## src/rtl/imem_loader_pkg.sv

```systemverilog
// imem_loader_pkg: loader state encoding and stream framing constants
package imem_loader_pkg;
  typedef logic [2:0] loader_state_t;
  localparam loader_state_t ST_IDLE   = 3'd0;
  localparam loader_state_t ST_LEN_LO = 3'd1;
  localparam loader_state_t ST_LEN_HI = 3'd2;
  localparam loader_state_t ST_DATA   = 3'd3;
  localparam loader_state_t ST_DONE   = 3'd4;
  localparam loader_state_t ST_ERROR  = 3'd5;
  localparam int LOADER_LEN_BYTES = 2;
  localparam int WORD_BYTES = 4;
endpackage

```

## src/rtl/imem_loader_byte_packer.sv

```systemverilog
// imem_loader_byte_packer: assembles little-endian words from accepted bytes
module imem_loader_byte_packer
  import imem_loader_pkg::*;
(
  input  logic        i_clock,
  input  logic        i_reset,
  input  logic        i_clear,
  input  logic        i_accept,
  input  logic [7:0]  i_byte,
  output logic        o_word_valid,
  output logic [31:0] o_word
);
  localparam int CW = $clog2(WORD_BYTES);
  logic [CW-1:0] cnt_q;
  logic [31:0] shift_q;
  // Bytes enter at the top and shift down, so the first byte lands in [7:0]
  assign o_word = {i_byte, shift_q[31:8]};
  assign o_word_valid = i_accept && cnt_q == CW'(WORD_BYTES - 1);
  always_ff @(posedge i_clock) begin
    if (!i_reset) begin
      cnt_q <= '0;
      shift_q <= '0;
    end else begin
      cnt_q <= i_clear ? '0 : i_accept ? cnt_q + 1'b1 : cnt_q;
      shift_q <= i_accept ? o_word : shift_q;
    end
  end
endmodule

```

## src/rtl/imem_loader.sv

```systemverilog
// imem_loader: loads a length-prefixed byte stream into IMEM and holds the
// core in reset until the load completes
module imem_loader
  import imem_loader_pkg::*;
#(
  parameter int IMEM_WORDS = 32,
  parameter int ADDR_W = $clog2(IMEM_WORDS)
) (
  input  logic              i_clock,
  input  logic              i_reset,
  input  logic              i_start,
  input  logic              i_valid,
  input  logic [7:0]        i_data,
  output logic              o_ready,
  output logic              o_imem_we,
  output logic [ADDR_W-1:0] o_imem_addr,
  output logic [31:0]       o_imem_wdata,
  output logic              o_core_reset,
  output logic              o_done,
  output logic              o_error
);
  loader_state_t state_q, state_d;
  logic ready_q, ready_d, we_q, we_d;
  logic [ADDR_W-1:0] addr_q, addr_d;
  logic [31:0] wdata_q, wdata_d, word;
  logic [15:0] len_q, len_d, len_full;
  logic [ADDR_W:0] wcnt_q, wcnt_d;
  logic accept, start, word_valid;
  assign accept = i_valid && ready_q;
  assign start = i_start && (state_q == ST_IDLE || state_q == ST_DONE || state_q == ST_ERROR);
  assign len_full = {i_data, len_q[7:0]};
  imem_loader_byte_packer u_packer (
    .i_clock      (i_clock),
    .i_reset      (i_reset),
    .i_clear      (start),
    .i_accept     (accept && state_q == ST_DATA),
    .i_byte       (i_data),
    .o_word_valid (word_valid),
    .o_word       (word)
  );
  always_comb begin
    state_d = state_q;
    len_d = len_q;
    wcnt_d = we_q ? wcnt_q + 1'b1 : wcnt_q;
    we_d = word_valid;
    addr_d = word_valid ? wcnt_q[ADDR_W-1:0] : addr_q;
    wdata_d = word_valid ? word : wdata_q;
    case (state_q)
      ST_IDLE, ST_DONE, ST_ERROR: begin
        state_d = start ? ST_LEN_LO : state_q;
        wcnt_d = start ? '0 : wcnt_d;
      end
      ST_LEN_LO: if (accept) begin
        len_d[7:0] = i_data;
        state_d = ST_LEN_HI;
      end
      ST_LEN_HI: if (accept) begin
        len_d = len_full;
        state_d = len_full == 16'd0 ? ST_DONE : len_full > 16'(IMEM_WORDS) ? ST_ERROR : ST_DATA;
      end
      ST_DATA: state_d = (!we_q && 16'(wcnt_q) == len_q) ? ST_DONE : ST_DATA;
      default: state_d = ST_IDLE;
    endcase
    // Stop accepting once the final word has been written; DONE follows next cycle
    ready_d = (state_d == ST_LEN_LO || state_d == ST_LEN_HI || state_d == ST_DATA) && !we_d &&
              !(state_d == ST_DATA && 16'(wcnt_d) == len_d);
  end
  always_ff @(posedge i_clock) begin
    if (!i_reset) begin
      state_q <= ST_IDLE;
      ready_q <= 1'b0;
      we_q <= 1'b0;
      addr_q <= '0;
      wdata_q <= '0;
      len_q <= '0;
      wcnt_q <= '0;
    end else begin
      state_q <= state_d;
      ready_q <= ready_d;
      we_q <= we_d;
      addr_q <= addr_d;
      wdata_q <= wdata_d;
      len_q <= len_d;
      wcnt_q <= wcnt_d;
    end
  end
  assign o_ready = ready_q;
  assign o_imem_we = we_q;
  assign o_imem_addr = addr_q;
  assign o_imem_wdata = wdata_q;
  assign o_done = state_q == ST_DONE;
  assign o_error = state_q == ST_ERROR;
  assign o_core_reset = state_q != ST_DONE;
endmodule

```

## config.mk

```make
export PLATFORM = sky130hd
export DESIGN_NAME = imem_loader
export DESIGN_NICKNAME = d
export VERILOG_FILES = /design/src/rtl/imem_loader_pkg.sv /design/src/rtl/imem_loader_byte_packer.sv /design/src/rtl/imem_loader.sv
export SDC_FILE = /design/constraint.sdc
export NUM_CORES = 1
export LEC_CHECK = 0
export BUFFER_PORTS_ARGS = -buffer_cell sky130_fd_sc_hd__buf_2
export CAP_MARGIN = 20
export CELL_PAD_IN_SITES_DETAIL_PLACEMENT = 0
export CELL_PAD_IN_SITES_GLOBAL_PLACEMENT = 1
export CORE_ASPECT_RATIO = 1.2
export CORE_MARGIN = 2
export CORE_UTILIZATION = 36
export CTS_CLUSTER_DIAMETER = 40
export DETAILED_ROUTE_END_ITERATION = 8
export HOLD_SLACK_MARGIN = 0.06
export PLACE_DENSITY = 0.77
export SYNTH_ARGS = -nofsm -noshare
export SYNTH_HDL_FRONTEND = slang
export SYNTH_SLANG_ARGS = --single-unit
```

## constraint.sdc

```tcl
create_clock -name i_clock -period 5.5 [get_ports i_clock]
set_clock_uncertainty 0.05 [all_clocks]
set_input_delay 1.1 -clock i_clock [delete_from_list [all_inputs] [get_ports i_clock]]
set_output_delay 1.1 -clock i_clock [all_outputs]
set_load 0.01 [all_outputs]
```

Word-level counts from Yosys, hierarchy flattened
Index checks and enable logic that the tools add are counted.
- bits in registers: 98
- input port bits: 12
- output and inout bits: 42
- word-level logic and storage cells: 58
- add/subtract/negate cells: 2
- magnitude comparators: 1
- equality and inequality tests: 12
- mux-type cells: 14
- bitwise gates (word level): 1
- reductions and logical operators: 19
- operator list (operator ; number):
    $eq 6x16->1 ; 2
    $mux 3 ; 6
    $mux 6 ; 3
    $gt 16x6->1 const B ; 1
    $logic_not 16->1 ; 1
    $mux 16 ; 1
    $mux 8 ; 2
    $pmux 8 s2 ; 1
    $eq 3x2->1 const B ; 4
    $pmux 3 s4 ; 1
    $logic_and 1x1->1 ; 8
    $add 6x1->6 const B ; 1
    $eq 3x1->1 const B ; 2
    $eq 3x3->1 const B ; 2
    $logic_or 1x1->1 ; 4
    $logic_not 1->1 ; 3
    $logic_not 3->1 ; 1
    $ne 3x3->1 const B ; 1
    $reduce_or 3->1 ; 1
    $add 2x1->2 const B ; 1
    $eq 2x2->1 const B ; 1
    $reduce_or 2->1 ; 1
    $not 1->1 ; 1

Longest topological paths before layout
Gate-level depths: netlist of the first run.
- depth in word-level cells: 11
- depth in mapped cells: 7
- gate-level depth less buffers: 7

Hierarchy
Synthesis of the first run repeated with hierarchy kept, for this count alone.
- cell total of the unflattened synthesis: 382
- area total of the unflattened synthesis: 4015.1 um2
- by module, submodules not included (module ; instances ; cells an instance ; area an instance (um2) ; seq. area each (um2)):
    imem_loader ; 1 ; 288 ; 2934.1 ; 1281.2
    imem_loader_byte_packer ; 1 ; 94 ; 1081.0 ; 520.5

Least setup slack after synthesis of the first run
Ideal clock, no wire load.
- path type: input-to-reg
- start point: input i_valid
- end point: register ready_q (netlist: o_ready)
- setup time: 0.134 ns
- arrival time: 2.433 ns
- required time: 5.316 ns
- path slack: 2.883 ns
- stages on the path: 7
- buffers on the path: 1
- path through: and3_1 -> buf_2 -> nand2_2 -> mux2i_1 -> xor2_1 -> o311ai_0 -> a31oi_2
- word-level cells in the longest chain between the ends: 8
- elaborated cells on any way between the ends: 21
- classes of those cells: eq/ne: 4; mux: 7; reduce/logical: 10
- ends and longest elaborated chain (item ; RTL line ; source):
    start, declared ; imem_loader.sv:12 ; input logic i_valid,
    $logic_and 1x1->1 * ; imem_loader.sv:29 ; assign accept = i_valid && ready_q;
    $mux 3, on equally long branches ; imem_loader.sv:57, imem_loader.sv:53 ;
    $pmux 3 s4 ; imem_loader.sv:48 ; case (state_q)
    $eq 3x1->1 / $eq 3x2->1 (equally long branches) ; imem_loader.sv:65 ; ready_d = (state_d == ST_LEN_LO || state_d == ST_LEN_HI || state_d == ST_DATA) && !we_d &&
    $logic_or 1x1->1 (2 in a row) ; imem_loader.sv:65 ;
    $logic_and 1x1->1 ; imem_loader.sv:65 ;
    $logic_and 1x1->1 * ; imem_loader.sv:65 ;
    end signal, assigned ; imem_loader.sv:79 ; ready_q <= ready_d;
    end, declared ; imem_loader.sv:23 ; logic ready_q, ready_d, we_q, we_d;
Mark *: on every way between the ends. The rest lies on a longest branch, timed or not.
A chain may end at the register's enable or synchronous reset.

Worst setup path in the final report of the first run
Ends and elaborated chain as after synthesis.

==> summary.txt, run 1 <==
Run status
  – Status: completed

Place
  – Port Buffers: 53
  – Pre-CTS setup slack: 2.42 ns
  – Final Wtd Congestion: a little under 0.9
  – Placed cell count: about 540
  – Hpwl dp: between 5000 and 6000 µm

Drt
  – Wire per inst: between 10 and 15 µm
  – Routed vias: approximately 3,000
  – DRC violations left: 0
  – Post-route ant nets: 0
  – Drt initial violations: around 130
  – TritonRoute pass-1 iters: 4
  – Vias per cell: 5.23
  – Final WL: ~8400 µm

Floorplanning
  – Die footprint: 0.0106 mm²
  – Initial Util: a little under two fifths
  – Core Rows: 39
  – Core area: between 0.009 and 0.01 mm²
  – Die X: 94.4 µm
  – Die Y: 113 µm
  – # IOs: 54

Logic synthesis
  – Post-synth top area share: about half
  – Count leader, synth: dfxtp_1
  – Syn Area/Cell: approximately 9.2 µm²
  – Synth Cell Area: around 0.0035 mm²
  – Mapped Nets: 398
  – Top post-synthesis cells by area: dfxtp_1 (51%), a22o_1 (9.2%), nand2_1 (8.2%), a21oi_1 (6.1%), xnor2_1 (2.7%)
  – Sequential area share after synthesis: between 50% and 60%
  – Synth top cells by count: dfxtp_1 (90), nand2_1 (77), a21oi_1 (43), a22o_1 (37), nor2_1 (18)
  – Syn Inst Count: about 380
  – Number of enable flip-flop cells after synthesis: 0
  – Dominant synthesized flop cell: dfxtp_1
  – Synth warn: 0
  – Async SR Flop Fraction: 0%
  – Synthesis-stage register bit count: 90
  – Netlist cell types: 50
  – Post-synth top area cell: dfxtp_1

Power
  – Pwr/cell area: ~320 mW/mm²
  – Switching power: around 0.30 mW
  – Leakage power: between 1.5 and 2 nW
  – Net Sw Frac: approximately 23%
  – Clock share of power: about 46%
  – Internal Power: 1.03 mW
  – Max VDD drop: 117 µV
  – Final Power: approximately 1.3 mW
  – Comb power frac: under 10%
  – Seq pwr share: approximately half

Critical path
  – Critical path's slowest cell: a21oi_2
  – Largest stage delay, worst path: about 0.73 ns
  – Worst path cell trace: buf_2 -> nand3_1 -> nor2_2 -> buf_4 -> a21oi_2 -> o211ai_1 -> a31oi_2
  – CP Capture Type: register
  – Worst setup path startpoint: i_valid
  – WS Path Type: primary input to register
  – Worst Setup Start Kind: primary input
  – Crit-path max FO: 28
  – Worst path required time: ~5.7 ns
  – Cells on worst reg2reg path: 6
  – FF-to-FF End: o_imem_wdata[27]
  – Reg2Reg Setup Slack: about 3.0 ns
  – Crit path arrival time: ~3 ns
  – Worst r2r src: state_q[0]

STA
  – Final hold violation count: 0
  – Finish-stage setup viols: 0
  – Final Slew Violations: 0
  – Least-Margin Pin Slew: between 0.9 and 1 ns
  – Fin crit share: between 40% and 50%
  – Fmax: around 370 MHz
  – Relative slew slack: between 30% and 40%
  – Fin Setup TNS: 0 ns
  – RSZ-0062 raised after global routing: no
  – Setup WS post-layout: between 2 and 3 ns
  – Final min period: 2.73 ns

GRT
  – Initial antenna violation count: 0
  – GRT overflow: 0
  – Vias in the first global route: ~2,800
  – First-pass GRT wire length: 13,800 µm
  – Largest net degree at the start of global routing: 43
  – Gr usage total: ~17%

Worst hold path
  – Hold Path Stages: 2
  – Hold_sp: u_packer.shift_q[15]
  – Hold Crit Class: register to register
  – End point of the worst hold path: u_packer.shift_q[15]

Clocking
  – Total CTS buffers: 9
  – H-tree depth: 3
  – Clock buffer depth: 2
  – CTS Root Cell: clkbuf_16
  – Clock sink count: 90
  – Worst-path clk slew: approximately 0.060 ns
  – Worst-Skew Late Latency: roughly 0.34 ns
  – CTS hold repair buffers: 0
  – Post-CTS Setup Bufs: 0
  – Resized Gates After CTS: 0
  – CTS tree: built

Cells and area
  – Ant diodes: 0
  – Filler cells: around 960
  – NumNets Final: ~450
  – Share of cells above drive strength 1: between 20% and 30%
  – Final std cells w/o fill: 560
  – Synth-to-layout area growth: 18.3%

Run
  – Max Cap Viol: 0
how the worst max path moves through the flow:
stage,to,slack [ns],cells after the start
floorplan,o_ready,2.88,7
global placement,o_ready,2.44,7
detailed placement,o_ready,2.42,7
CTS,o_ready,2.77,7
global route,o_imem_wdata[26],2.60,7
finish,o_ready,2.77,7
critical path, delay by kind of cell:
family                 cells  cell delay, ns
buffers and inverters      2            0.34
AND/OR/NAND/NOR            2            0.25
AO/OA/AOI/OAI              3            1.23
logic make-up after synthesis:
| kind of cell | after synthesis | share of synthesized area [%] |
|---|---|---|
| fa+ha+maj | 2 | 0.708 |
| buf+inv | 25 | 3.44 |
| simple gates | 143 | 19.3 |
| mux | 7 | 2.02 |
| flops | 90 | 51.0 |
| xor+xnor | 14 | 3.47 |
| compound gates | 103 | 20.0 |
power by group through the flow:
| stage | Combinational (mW) | Sequential [mW] | Clock [mW] |
|---|---|---|---|
| finish | 0.0629 | 0.661 | 0.610 |
| global placement | 0.0637 | 0.676 | 0 |
| detailed placement | 0.0630 | 0.676 | 0 |
| global route | 0.0695 | 0.662 | 0.652 |
| CTS | 0.0631 | 0.661 | 0.619 |
| floorplan | 0.0428 | 0.673 | 0 |
final cells by class:
type / instances / area, µm² / area share (%)
flip-flops and latches: 90 / 1800 / 43.1
multi-input cells: 269 / 1610 / 38.6
repair buffers: 58 / 303 / 7.24
clock buffers: 10 / 229 / 5.48
well taps: 123 / 154 / 3.68
clock inverters: 6 / 65.1 / 1.56
inverters: 4 / 15.0 / 0.359
layout by cell type, fill, tap and decap left out, types with 9 or more instances in the layout:
cell type and n:
clkbuf_16 9, nand2_1 77, nand3_1 9, xnor2_1 11, dfxtp_1 90, nor2_1 18
buf_2 53, a21oi_1 42, a22o_1 37
state kept, by name, summed over array words and instances, names as in the netlist:
register and flops:
len_q 16, o_imem_addr 5, o_imem_wdata 32, o_imem_we 1, o_ready 1, state_q 3, u_packer.cnt_q 2, u_packer.shift_q 24
wcnt_q 6
per-layer routing:
| metal | wire length, µm | global-route usage (%) | up-vias |
|---|---|---|---|
| li1 | - | - | 1465 |
| met1 | 3700 | 21.2 | 1351 |
| met2 | 3950 | 26.6 | 88 |
| met3 | 464 | 3.29 | 22 |
| met4 | 236 | 7.73 | 0 |
| met5 | 0 | 0 | - |
per-stage QoR:
step                area (µm²)  hold WS (ns)  util (%)
floorplan                 3530         0.386         -
global placement          3890         0.394      40.8
detailed placement        3890         0.401      40.8
CTS                       4180         0.409      43.9
global route              4180         0.430      43.9
finish                    4180         0.406      43.9
No activity file was read; power rests on OpenSTA's default activity.
==> run 2: changes to the inputs <==
--- a/config.mk
+++ b/config.mk
@@ -15,7 +15,7 @@
 export CTS_CLUSTER_DIAMETER = 40
 export DETAILED_ROUTE_END_ITERATION = 8
 export HOLD_SLACK_MARGIN = 0.06
-export PLACE_DENSITY = 0.77
+export PLACE_DENSITY = 0.8
 export SYNTH_ARGS = -nofsm -noshare
 export SYNTH_HDL_FRONTEND = slang
 export SYNTH_SLANG_ARGS = --single-unit
==> constraint.sdc (replaced) <==
create_clock -name i_clock -period 2.2 [get_ports i_clock]
set_clock_uncertainty 0.05 [all_clocks]
set_input_delay 0.44 -clock i_clock [delete_from_list [all_inputs] [get_ports i_clock]]
set_output_delay 0.44 -clock i_clock [all_outputs]
set_load 0.01 [all_outputs]
==> run 2 against run 1 <==
First-iteration DRC count grew 13%. Clock-buffer cell count fell by 1. Clock power is 130% higher. Register-to-register slack got worse by 2.8 ns. Hold slack worse by 0.040 ns. Via count rose by 1.9%. Wire length increased by 0.12%. Worst setup slack got worse by 2.6 ns. Utilization up 1.2 points. Critical path depth fell by 1. Cell area is 2.8% higher. Combinational power grew to 2.9 times the previous value. Critical endpoint unchanged.
==> summary.txt, run 2 (synthesis results as in run 1) <==
STA
  – Final min period: 2.00 ns
  – Relative slew slack: 71.3% (+33 points)
  – Fin Setup TNS: 0 ns (unchanged)
  – Fmax: between 400 and 500 MHz
  – Final Slew Violations: 0 (unchanged)
  – Fin crit share: about nine tenths
  – RSZ-0062 raised after global routing: no
  – Finish-stage setup viols: 0 (unchanged)
  – Least-Margin Pin Slew: 0.430 ns (-0.489 ns)
  – Final hold violation count: 0 (unchanged)

Drt
  – Post-route ant nets: 0 (unchanged)
  – Routed vias: 2,982 (+1.9%)
  – Final WL: 8370 µm (+0.12%)
  – Drt initial violations: 151 (+13%)
  – DRC violations left: 0 (unchanged)
  – TritonRoute pass-1 iters: 5 (+1)
  – Wire per inst: 14.6 µm (-2.3%)
  – Vias per cell: 5.20 (-0.57%)

GRT
  – GRT overflow: 0 (unchanged)
  – Initial antenna violation count: 0 (unchanged)
  – First-pass GRT wire length: 13,700 µm (-0.55%)
  – Gr usage total: 16.3% (-0.25 points)
  – Vias in the first global route: 2,889 (+3.8%)
  – Largest net degree at the start of global routing: 43 (unchanged)

Critical path
  – Worst setup path startpoint: len_q[2]
  – Worst r2r src: len_q[2]
  – Worst Setup Start Kind: register
  – Crit-path max FO: 3 (-89%)
  – Worst path required time: 2.36 ns (-3.34 ns)
  – Crit path arrival time: 2.16 ns (-0.77 ns)
  – WS Path Type: register to register
  – CP Capture Type: register

Clocking
  – H-tree depth: 3 (unchanged)
  – Clock buffer depth: 2 (unchanged)
  – CTS hold repair buffers: 0 (unchanged)
  – CTS Root Cell: clkbuf_16
  – Total CTS buffers: 9 (unchanged)
  – Resized Gates After CTS: 0 (unchanged)
  – Clock sink count: 90 (unchanged)
  – Worst-Skew Late Latency: 0.33 ns (about the same)
  – CTS tree: built
  – Post-CTS Setup Bufs: 0 (unchanged)
  – Worst-path clk slew: 0.06 ns (about the same)

Place
  – Hpwl dp: 6040 µm (+2.4%)
  – Port Buffers: 53 (unchanged)
  – Final Wtd Congestion: 0.849 (-2.0%)

Floorplanning
  – Die footprint: 0.0106 mm² (unchanged)
  – Core area: 0.00952 mm² (unchanged)
  – # IOs: 54 (unchanged)
  – Core Rows: 39 (unchanged)
  – Die X: 94.4 µm (unchanged)
  – Die Y: 113 µm (unchanged)
  – Initial Util: 37.1% (unchanged)

Power
  – Leakage power: 1.74 nW (+3.9%)
  – Final Power: 3.25 mW (+140%)
  – Pwr/cell area: 756 mW/mm² (+140%)
  – Max VDD drop: 363 µV (+210%)

Worst hold path
  – Hold Crit Class: primary input to register
  – Hold_sp: i_data[0]

Cells and area
  – Share of cells above drive strength 1: 23.3% (+2.7 points)
  – Most frequent cells in the layout: dfxtp_1 (90), nand2_1 (77), buf_2 (53)
  – Commonest non-fill, non-tap cell in the layout: dfxtp_1
  – NumNets Final: 461 (+3.4%)
  – Ant diodes: 0 (unchanged)
  – Max FFs per register: 32 (unchanged)
  – Filler cells: 947 (-1.7%)
  – Synth-to-layout area growth: 21.7%

Run status
  – Status: completed

Run
  – Max Cap Viol: 0 (unchanged)
run 2: layout make-up:
class	instances	area (µm²)	share of cell area (%)
inverter	4	15.0	0.349
clock buffer	9	225	5.24
multi-input combinational	269	1610	37.5
timing repair buffer	73	440	10.2
tap	123	154	3.58
clock inverter	6	50.0	1.16
sequential	90	1800	41.9
run 2: final timing paths:
| kind | to | slack (ns) | depth (start not counted) |
|---|---|---|---|
| worst max register to register | o_ready | 0.20 | 6 |
| worst min-delay path | u_packer.shift_q[24] | 0.37 | 3 |
| worst min register to register | u_packer.shift_q[10] | 0.41 | 2 |
| worst max-delay path | o_ready | 0.20 | 6 |
run 2: where the power goes:
part	switching, mW	leakage (nW)	total, mW	internal (mW)
sequential	0.0106	0.725	1.65	1.64
combinational	0.114	0.889	0.185	0.0706
clock	0.642	0.129	1.42	0.773
run 2: critical path, cell delays in order (launching register included):
cell      delay [ns]
dfxtp_1         0.35
or4_1           0.52
o21ai_1         0.17
nand3b_1        0.15
a21oi_1         0.17
nor4b_1         0.33
a31oi_2         0.13
run 2: metrics by stage:
step | hold slack [ns] | util, % | cell area (µm²) | cells | setup slack, ns
finish | 0.365 | 45.2 | 4300 | 574 | 0.196
CTS | 0.360 | 45.2 | 4300 | 574 | 0.203
global route | 0.374 | 45.2 | 4300 | 574 | 0.0412
detailed placement | 0.401 | 42.3 | 4020 | 559 | 0.0560
floorplan | 0.386 | - | 3530 | 384 | 0.243
global placement | 0.392 | 42.3 | 4020 | 559 | 0.115
run 2: layer usage:
| metal | up-vias | part of all wire [%] | global-route usage (%) |
|---|---|---|---|
| li1 | 1488 | - | - |
| met1 | 1396 | 44 | 21.0 |
| met2 | 84 | 49 | 26.5 |
| met3 | 14 | 4.6 | 2.55 |
| met4 | 0 | 2.4 | 7.73 |
| met5 | - | 0 | 0 |
==> run 3: changes to the inputs <==
--- a/config.mk
+++ b/config.mk
@@ -15,7 +15,8 @@
 export CTS_CLUSTER_DIAMETER = 40
 export DETAILED_ROUTE_END_ITERATION = 8
 export HOLD_SLACK_MARGIN = 0.06
-export PLACE_DENSITY = 0.8
+export PLACE_DENSITY = 0.77
+export SLEW_MARGIN = 20
 export SYNTH_ARGS = -nofsm -noshare
 export SYNTH_HDL_FRONTEND = slang
 export SYNTH_SLANG_ARGS = --single-unit
==> constraint.sdc (replaced) <==
create_clock -name i_clock -period 1.9 [get_ports i_clock]
set_clock_uncertainty 0.05 [all_clocks]
set_input_delay 0.38 -clock i_clock [delete_from_list [all_inputs] [get_ports i_clock]]
set_output_delay 0.38 -clock i_clock [all_outputs]
set_load 0.01 [all_outputs]
==> run 3 against run 2 <==
The run now ends with setup timing left. Wire length grew 7.1%. Worst setup slack lost 0.21 ns. Clock power grew 11%. Utilization grew 3.6 points. Fmax grew 5.0%. Die area is the same. Sequential power grew 16%. Critical path depth is the same.
==> summary.txt, run 3 (synthesis results as in run 1) <==
Run status
  – Status: complete, but fails checks
  – Violated checks: setup timing

STA
  – Least-Margin Pin Slew: 0.454 ns (+0.0243 ns)
  – Fin crit share: 100% (+9.4 points)
  – RSZ-0062 raised after global routing: yes
  – Final Slew Violations: 0 (unchanged)
  – Fmax: 524 MHz (+5.0%)
  – Finish-stage setup viols: 1 (+1)
  – Fin Setup TNS: -0.00902 ns (-0.00902 ns)
  – Relative slew slack: 69.7% (-1.6 points)
  – Final hold violation count: 0 (unchanged)
  – Worst Hold Slack: 0.297 ns (-0.0682 ns)
  – Final min period: 1.91 ns (-0.0947 ns)
  – Setup WS post-layout: -0.00902 ns (-0.205 ns)

Critical path
  – Worst Setup Start Kind: register
  – Cells on worst reg2reg path: 6 (unchanged)
  – Worst r2r src: len_q[1]
  – Crit-path max FO: 2 (-1)
  – Worst setup path startpoint: len_q[1]
  – Worst path required time: 2.12 ns (-0.24 ns)
  – WS Path Type: register to register
  – Crit path arrival time: 2.12 ns (-0.04 ns)
  – CP Capture Type: register

Worst hold path
  – Hold Path Stages: 3 (unchanged)
  – Hold Crit Class: primary input to register
  – Hold_sp: i_data[7]

GRT
  – Initial antenna violation count: 0 (unchanged)
  – GRT overflow: 0 (unchanged)
  – Vias in the first global route: 3,126 (+8.2%)
  – First-pass GRT wire length: 14,700 µm (+7.7%)
  – Largest net degree at the start of global routing: 43 (unchanged)
  – Gr usage total: 17.7% (+1.4 points)

Clocking
  – Worst-Skew Late Latency: 0.33 ns (about the same)
  – Clock sink count: 90 (unchanged)
  – H-tree depth: 3 (unchanged)
  – Worst-path clk slew: 0.06 ns (about the same)
  – Total CTS buffers: 9 (unchanged)
  – CTS hold repair buffers: 0 (unchanged)
  – Clock buffer depth: 2 (unchanged)
  – CTS tree: built
  – CTS Root Cell: clkbuf_16

Cells and area
  – Synth-to-layout area growth: 31.4%
  – Ant diodes: 0 (unchanged)
  – Share of cells above drive strength 1: 30.8% (+7.5 points)
  – NumNets Final: 498 (+8.0%)
  – Post-route cell area: 0.00464 mm² (+8.0%)
  – Most frequent cells in the layout: dfxtp_1 (88), nand2_1 (77), buf_2 (53)
  – Final Util: 48.8% (+3.6 points)
  – Filler cells: 947 (unchanged)
  – Commonest non-fill, non-tap cell in the layout: dfxtp_1
  – Max FFs per register: 32 (unchanged)

Floorplanning
  – Initial Util: 37.1% (unchanged)
  – Core Rows: 39 (unchanged)
  – Die X: 94.4 µm (unchanged)
  – Die Y: 113 µm (unchanged)
  – # IOs: 54 (unchanged)
  – Die footprint: 0.0106 mm² (unchanged)
  – Core area: 0.00952 mm² (unchanged)

Drt
  – Routed vias: 3,119 (+4.6%)
  – DRC violations left: 0 (unchanged)
  – Final WL: 8970 µm (+7.1%)
  – Vias per cell: 5.11 (-1.6%)
  – Post-route ant nets: 0 (unchanged)
  – Drt initial violations: 102 (-32%)
  – Wire per inst: 14.7 µm (+0.81%)
  – TritonRoute pass-1 iters: 4 (-1)

Place
  – Final Wtd Congestion: 0.896 (+5.6%)
  – Placed inst area: 0.00431 mm² (+7.2%)
  – Port Buffers: 53 (unchanged)
  – Hpwl dp: 6470 µm (+7.2%)

Power
  – Pwr/cell area: 807 mW/mm² (+6.7%)
  – Final Power: 3.74 mW (+15%)
  – Max VDD drop: 381 µV (+4.7%)
  – Leakage power: 1.94 nW (+11%)

Run
  – Max Cap Viol: 0 (unchanged)
## run 3: power by group
| group | internal (mW) | switching [mW] | leakage (nW) |
|---|---|---|---|
| Combinational | 0.111 | 0.149 | 1.09 |
| Clock | 0.902 | 0.674 | 0.127 |
| Sequential | 1.90 | 0.00887 | 0.726 |
## run 3: critical path: stages, from the launching register on
cell and delay, ns:
dfxtp_1 0.31, or4_4 0.53, or3_4 0.37, o21ai_4 0.14
o221a_2 0.23, nor4b_2 0.06, a31oi_2 0.15
## run 3: layout make-up
| class | instances | area, µm² | share of cell area [%] |
|---|---|---|---|
| Clock buffer | 11 | 243 | 5.23 |
| Clock inverter | 3 | 17.5 | 0.377 |
| Tap cell | 123 | 154 | 3.32 |
| Timing Repair Buffer | 110 | 747 | 16.1 |
| Inverter | 4 | 17.5 | 0.377 |
| Sequential cell | 90 | 1800 | 38.9 |
| Multi-Input combinational cell | 269 | 1660 | 35.7 |
## run 3: what timing repair did
item,CTS,global route
hold endpoints to repair,0,0
endpoints found under the setup margin,3,5
buffers inserted,2,0
pin swaps,3,1
gates resized for setup,13,2
## run 3: metrics by stage
step                      worst slack (ns)  std cells
after floorplan                    0.00272        384
after global placement              -0.100        594
after detailed placement           -0.0946        594
after CTS                          -0.0159        610
after global routing                -0.135        610
final                             -0.00902        610
## run 3: layer usage
metal	vias up	wire (µm)	GRT usage [%]
met3	15	349	3.76
li1	1562	-	-
met2	66	4550	30.0
met1	1476	3910	21.3
met4	0	158	7.92
met5	-	0	0
## run 3: worst paths after layout
kind	endpoint	slack, ns
max	o_ready	-0.009
min reg2reg	u_packer.shift_q[10]	0.40
max reg2reg	o_ready	-0.009
min	len_q[15]	0.30
